[config.mk]
export PLATFORM = sky130hd
export DESIGN_NAME = mux_rr_nxw
export DESIGN_NICKNAME = d
export VERILOG_FILES = /design/src/rtl/mux_rr_nxw.sv
export SDC_FILE = /design/constraint.sdc
export NUM_CORES = 1
export LEC_CHECK = 0
export CAP_MARGIN = 30
export CORE_UTILIZATION = 37
export CTS_CLUSTER_SIZE = 24
export DETAILED_ROUTE_END_ITERATION = 8
export GPL_TIMING_DRIVEN = 0
export PLACE_DENSITY = 0.9
export SYNTH_ARGS = -nofsm -noshare
export SYNTH_HDL_FRONTEND = slang
export SYNTH_SLANG_ARGS = --single-unit
[constraint.sdc]
create_clock -name clk -period 2.6 [get_ports clk]
set_input_delay 0.52 -clock clk [delete_from_list [all_inputs] [get_ports clk]]
set_output_delay 0.52 -clock clk [all_outputs]
set_load 0.01 [all_outputs]
[src/rtl/mux_rr_nxw.sv]
// mux_rr_nxw: N-channel, W-bit streaming multiplexer with a registered
// output stage. The grant comes from a direct select input or from a fair
// round-robin search. The search pointer moves past each round-robin winner.
//
// Handshake rule (all ports): a beat moves on a rising edge exactly when
// valid and ready are both high in that cycle. A producer keeps valid and
// data stable until its beat is taken. in_ready never depends on in_data.
// in_ready depends combinationally on in_valid, mode, sel and out_ready.
module mux_rr_nxw #(
    parameter int N = 4,
    parameter int W = 8,
    localparam int CW = $clog2(N)
) (
    input  logic            clk,
    input  logic            rst,
    input  logic [N*W-1:0]  in_data,
    input  logic [N-1:0]    in_valid,
    output logic [N-1:0]    in_ready,
    input  logic            mode,
    input  logic [CW-1:0]   sel,
    output logic [W-1:0]    out_data,
    output logic [CW-1:0]   out_chan,
    output logic            out_valid,
    input  logic            out_ready
);

    logic [W-1:0]  out_data_q, out_data_d;
    logic [CW-1:0] out_chan_q, out_chan_d;
    logic          out_valid_q, out_valid_d;
    logic [CW-1:0] ptr_q, ptr_d;

    logic          load;
    logic          gnt_valid;
    logic [CW-1:0] gnt;
    logic [W-1:0]  gnt_data;
    logic          xfer;

    // The output register can take a beat when it is empty or being drained.
    assign load = !out_valid_q || out_ready;
    assign xfer = load && gnt_valid;

    // Grant selection. In direct mode, sel picks the channel. An out-of-range
    // sel matches no channel, so it gives no grant. In round-robin mode, the
    // first pass scans ptr..N-1 and the second pass scans 0..ptr-1.
    always_comb begin
        gnt_valid = 1'b0;
        gnt       = '0;
        if (!mode) begin
            for (int k = 0; k < N; k++) begin
                if (sel == CW'(k) && in_valid[k]) begin
                    gnt_valid = 1'b1;
                    gnt       = CW'(k);
                end
            end
        end else begin
            for (int k = 0; k < N; k++) begin
                if (!gnt_valid && CW'(k) >= ptr_q && in_valid[k]) begin
                    gnt_valid = 1'b1;
                    gnt       = CW'(k);
                end
            end
            for (int k = 0; k < N; k++) begin
                if (!gnt_valid && CW'(k) < ptr_q && in_valid[k]) begin
                    gnt_valid = 1'b1;
                    gnt       = CW'(k);
                end
            end
        end
    end

    // Steer the granted channel's data to the output register input.
    always_comb begin
        gnt_data = '0;
        for (int k = 0; k < N; k++) begin
            if (gnt == CW'(k)) begin
                gnt_data = in_data[k*W +: W];
            end
        end
    end

    // One-hot ready goes to the granted channel, and only when the register can load.
    always_comb begin
        in_ready = '0;
        for (int k = 0; k < N; k++) begin
            in_ready[k] = xfer && (gnt == CW'(k));
        end
    end

    // Next state: fill on transfer, otherwise drain on out_ready.
    // The pointer moves only on a round-robin transfer.
    always_comb begin
        out_data_d  = out_data_q;
        out_chan_d  = out_chan_q;
        out_valid_d = out_valid_q;
        ptr_d       = ptr_q;
        if (xfer) begin
            out_data_d  = gnt_data;
            out_chan_d  = gnt;
            out_valid_d = 1'b1;
            if (mode) begin
                ptr_d = (gnt == CW'(N - 1)) ? '0 : gnt + CW'(1);
            end
        end else if (out_ready) begin
            out_valid_d = 1'b0;
        end
    end

    // State registers. Reset clears everything immediately, without a clock edge.
    always_ff @(posedge clk or posedge rst) begin
        if (rst) begin
            out_data_q  <= '0;
            out_chan_q  <= '0;
            out_valid_q <= 1'b0;
            ptr_q       <= '0;
        end else begin
            out_data_q  <= out_data_d;
            out_chan_q  <= out_chan_d;
            out_valid_q <= out_valid_d;
            ptr_q       <= ptr_d;
        end
    end

    assign out_data  = out_data_q;
    assign out_chan  = out_chan_q;
    assign out_valid = out_valid_q;

endmodule

# == Word level (Yosys, flattened, before mapping) ==
# Index checks and enable logic that the tools add are counted.
# classes
add_sub_neg,1
n_lt_le_gt_ge,8
eq_ne,6
n_mux,38
n_reduce_logical,37
# ops
operator,count
two-way mux 8 bit,4
logical AND 1 bit,24
two-way mux 1 bit,24
two-way mux 2 bit,10
equality test 2 bit (second input constant),4
logical NOT 1 bit,8
equality test 2 x 1 -> 1 bit (second input constant),2
greater-or-equal comparator 1 x 2 -> 1 bit (first input constant),2
greater-or-equal comparator 2 bit (first input constant),2
logical NOT 2 bit,2
< comparator 1 x 2 -> 1 bit (first input constant),2
< comparator 2 bit (first input constant),2
adder 2 x 1 -> 2 bit (second input constant),1
AND reduction 2 bit,1
nonzero test 2 bit,1
logical OR 1 bit,1
# word_totals
register_bits,13
inputBits,42

# == Longest topological paths before layout ==
# logic_depth
ltp_word,44
ltp_mapped,13
mapped_depth_nobuf,11

# == Worst setup path before layout ==
# Ideal clock, no wire load.
# synth_path
path_kind,in2out
startpoint,in in_valid[1]
endpoint,out in_ready[2]
arrival_ns,1.926
required_ns,2.080
setup_slack_ns,0.154
path_stages,8
path_cell_list,nand2b_1 -> o41ai_1 -> o21ai_0 -> inv_1 -> ha_1 -> buf_2 -> clkinv_1 -> nor2_1
# synth_via
elab_chain_cells,35
# synth_lines
element,line_no,text
start: declaration,17,"input logic [N-1:0] in_valid,"
logical AND 1 bit,57,if (!gnt_valid && CW'(k) >= ptr_q && in_valid[k]) begin
two-way mux 1 bit,57,
two-way mux 1 bit,48,if (!mode) begin
logical NOT 1 bit,57,
logical AND 1 bit (2 in a row),57,
two-way mux 1 bit,57,
two-way mux 1 bit,48,
logical NOT 1 bit,57,
[18 not listed],--,
two-way mux 1 bit,48,
logical NOT 1 bit,63,if (!gnt_valid && CW'(k) < ptr_q && in_valid[k]) begin
logical AND 1 bit (2 in a row),63,
two-way mux 2 bit (*),63,
two-way mux 2 bit (*),48,
via gnt[1],34,logic [CW-1:0] gnt;
equality test 2 bit (*),85,in_ready[k] = xfer && (gnt == CW'(k));
logical AND 1 bit (*),85,
end: declaration,18,"output logic [N-1:0] in_ready,"
# Mark *: on every way through the listed nets, which the timed path passes. The rest lies on a longest branch. The select of a mux whose other input is x is not followed.

# == Worst setup path in the final report ==
# layout_path
startpoint,in sel[0]
endpoint,out in_ready[1]
# layout_via
elab_chain_cells,9
# layout_lines
element,line_no,text
start: declaration,20,"input logic [CW-1:0] sel,"
logical NOT 2 bit,50,if (sel == CW'(k) && in_valid[k]) begin
logical AND 1 bit,50,
two-way mux 1 bit (4 in a row),50,
two-way mux 1 bit,48,
logical AND 1 bit,40,assign xfer = load && gnt_valid;
logical AND 1 bit (*),85,
# Every way passes the cells marked *; elsewhere a longest branch is shown, timed or not.

==> results_dict.tcl <==
set metrics [dict create \
    drv_cap 0 \
    synth.top_cells.by_area "dfrtp_1 (33%), a221oi_1 (6.3%), nor2_1 (5.8%)" \
    start_util_pct 39.2 \
    layout_min_cycle_time_ns 2.56 \
    hold_violations 0 \
    startpoint_type "primary input" \
    r2r_start "ptr_q[1]" \
    max_freq_mhz 391 \
    detail-route-antenna-nets 0 \
    critPathMostFrequentCell "buf_2" \
    diodes 0 \
    netlist_instances 122 \
    final_util_pct 70.4 \
    worstMarginPinSlew_ns 0.499 \
    finalClockSkew_ns 0.0134 \
    synth_area_um2 972 \
    cp_max_fo 10 \
    vdd_drop_max_mv 0.352 \
    synth_top_area_share_pct 33.5 \
    powerDensity_mw_per_mm2 578 \
    setup_viol 0 \
    nNetsFinal 236 \
    wl_met2_um 1740 \
    power_mw 1.01 \
    synth_area_per_cell_um2 7.97 \
    min_period_over_period_pct 98.4 \
    p_switching_mw 0.376 \
    cp_num_buf_inv 5 \
    yosys_warnings 0 \
    drc 0 \
    viasPerCell 5.41 \
    seqPwrFrac_pct 30.9 \
    grt_max_degree 14 \
    cp_cell_sequence "buf_2 > mux2_4 > a21o_4 > o21ai_2 > buf_4 > ha_4 > buf_8 > inv_1 > nor2_1 > buf_2" \
    min_from "out_data[7]" \
    root_buffer "clkbuf_4" \
    clk_pin_slew_ns 0.07 \
    core-area_mm2 0.00248 \
    drt-pass1-iter-count 4 \
    grt_antenna_before_repair 0 \
    wl_met3_um 304 \
    met1_length_um 1280 \
    grt_usage_pct 23.6 \
    relSlewSlack_pct 66.7 \
    io_buffer_count 56 \
    drive_gt1_share_pct 28.0 \
    critPathMaxStageDelay_ns 0.32 \
    wirelength_um 3350 \
    p_clk_share_pct 12.4 \
    cts_made_buffers 3 \
    grt_setup_unrepaired "true" \
    drt_iter0_drc 26 \
    globalRouteOverflowTotal 0 \
    worst_path_max_delay_cell "mux2_4" \
    place_congestion 0.830 \
    combPwrFrac_pct 56.7 \
    wl_per_cell_um 15.3 \
    die_h_um 53.3 \
    critPathCaptureType "primary output" \
    clock_latency_ns 0.28 \
    p_int_mw 0.630 \
    grt_pass1_vias 1139 \
    clock_sinks 13 \
    num_vias 1184 \
    syn_to_final_growth_pct 79.3 \
    synth_nets 168 \
    die_w_um 53.3 \
    p_leak_nw 0.728 \
    pin_count 57 \
    synth.yosys.seq_area_share_pct 33.5 \
    crit_family "buffers and inverters" \
    ys_ff_latch 13 \
    crit_arrival_ns 2.04 \
    drv_slew 0 \
    swShare_pct 37.4 \
    highest_layer "met4" \
    worstPathRequired_ns 2.08 \
    status "complete, no violations" \
    holdCritPathClass "reg2reg" \
    ys_types 29 \
    place.detailed.hpwl_um 2430 \
    critical_path_class "in2out" \
    cts_buffer_depth 2 \
    worstSetupStartpoint "sel[0]" \
    cts_tree "yes" \
    rows 18 \
    nFillCells 201 \
    cts_htree_levels 1 \
    grt_pass1_wl_um 4810 \
    yosysTopAreaCell "dfrtp_1" \
    dieArea_mm2 0.00284 \
]
sequential cells by signal, summed over array words and instances, names as in the netlist:
register	cells
out_data	8
out_chan	2
out_valid	1
ptr_q	2
worst paths after layout:
path | slack (ns) | cells after the start | to
worst max-delay path | 0.04 | 10 | in_ready[1]
worst min-delay path | 0.49 | 2 | out_data[7]
worst max register to register | 0.15 | 12 | out_data[4]
worst min register to register | 0.49 | 2 | out_data[7]
max in group asynchronous | 1.64 | 2 | ptr_q[0]
min in group asynchronous | 0.58 | 2 | out_data[6]
synthesized netlist by cell type:
library cell,instances
a221oi_1,7
nor2_1,15
inv_1,8
clkbuf_1,3
nand2_1,14
nor2b_1,3
or2_2,1
buf_6,2
a31oi_1,3
mux2_2,2
o22a_1,2
o2111ai_1,1
o41ai_1,1
mux2i_1,2
o21ai_2,2
ha_1,4
o21ai_4,1
a21o_1,1
o21ai_1,4
nor3_1,7
o21ai_0,8
a21oi_1,11
buf_2,2
nand2b_1,1
o21a_1,1
mux2_4,1
dfrtp_1,13
a22oi_1,1
clkinv_1,1
area by class of cell:
cell class | instances | area, µm² | share of cell area [%]
Multi-Input combinational cell | 93 | 687 | 39.4
Buffer | 5 | 52.6 | 3.02
Tap cell | 30 | 37.5 | 2.15
Inverter | 9 | 38.8 | 2.23
Clock buffer | 4 | 26.3 | 1.51
Timing Repair Buffer | 65 | 573 | 32.9
Sequential cell | 13 | 328 | 18.8
timing repair:
| item | in CTS | in global routing |
|---|---|---|
| resized for setup | 58 | 18 |
| pin swaps | 5 | 4 |
| hold buffers | 0 | 0 |
| endpoints found under the setup margin | 12 | 11 |
| setup buffers | 7 | 2 |
placed cells by master, fill, tap and decap left out, drive strengths merged:
cell type / instances
buf: 21
nor2b: 3
mux2: 3
a31oi: 3
a221oi: 7
nor2: 15
mux2i: 2
dfrtp: 13
o41ai: 1
a21o: 1
a22oi: 1
or2: 1
clkdlybuf4s50: 45
o21a: 1
nor3: 7
o22a: 2
clkbuf: 8
clkinv: 1
a21oi: 11
o2111ai: 1
ha: 4
nand2: 14
nand2b: 1
inv: 8
o21ai: 15
tightest hold or removal path, cell delays in order (launching register included):
cell and delay [ns]:
dfrtp_1 0.34, nand2_1 0.05, o21ai_1 0.06
kinds of logic (layout without fill, tap and decap cells):
kind of cell    Yosys count  after routing  share of synthesized area, %
buf+inv                  16             83                          7.98
simple gates             41             41                          18.0
fa+ha+maj                 4              4                          5.15
compound gates           43             43                          29.5
mux                       5              5                          5.92
flops                    13             13                          33.5
metal layers:
metal  up-vias  track usage (%)
met5         -                0
met4         0             7.02
met2        52             47.5
met1       560             23.5
li1        568                -
met3         4             4.31
power groups by stage:
stage / Clock (mW) / Sequential (mW) / Combinational, mW
floorplan: 0 / 0.317 / 0.241
CTS: 0.123 / 0.307 / 0.540
finish: 0.125 / 0.311 / 0.571
detailed placement: 0 / 0.297 / 0.504
global placement: 0 / 0.293 / 0.485
global route: 0.142 / 0.319 / 0.621
stage by stage:
| stage | hold WS, ns | instance area, µm² | setup WS (ns) | instances | setup TNS [ns] |
|---|---|---|---|---|---|
| 2_1_floorplan | 0.397 | 972 | 0.154 | 122 | 0 |
| 3_3_place_gp | 0.463 | 1570 | -1.10 | 208 | -7.92 |
| 3_5_place_dp | 0.474 | 1570 | -1.27 | 208 | -9.55 |
| 4_1_cts | 0.492 | 1700 | 0.00171 | 217 | 0 |
| 5_1_grt | 0.514 | 1740 | -0.0588 | 219 | -0.116 |
| 6_report | 0.488 | 1740 | 0.0408 | 219 | 0 |
(Power assumes the default switching activity.)
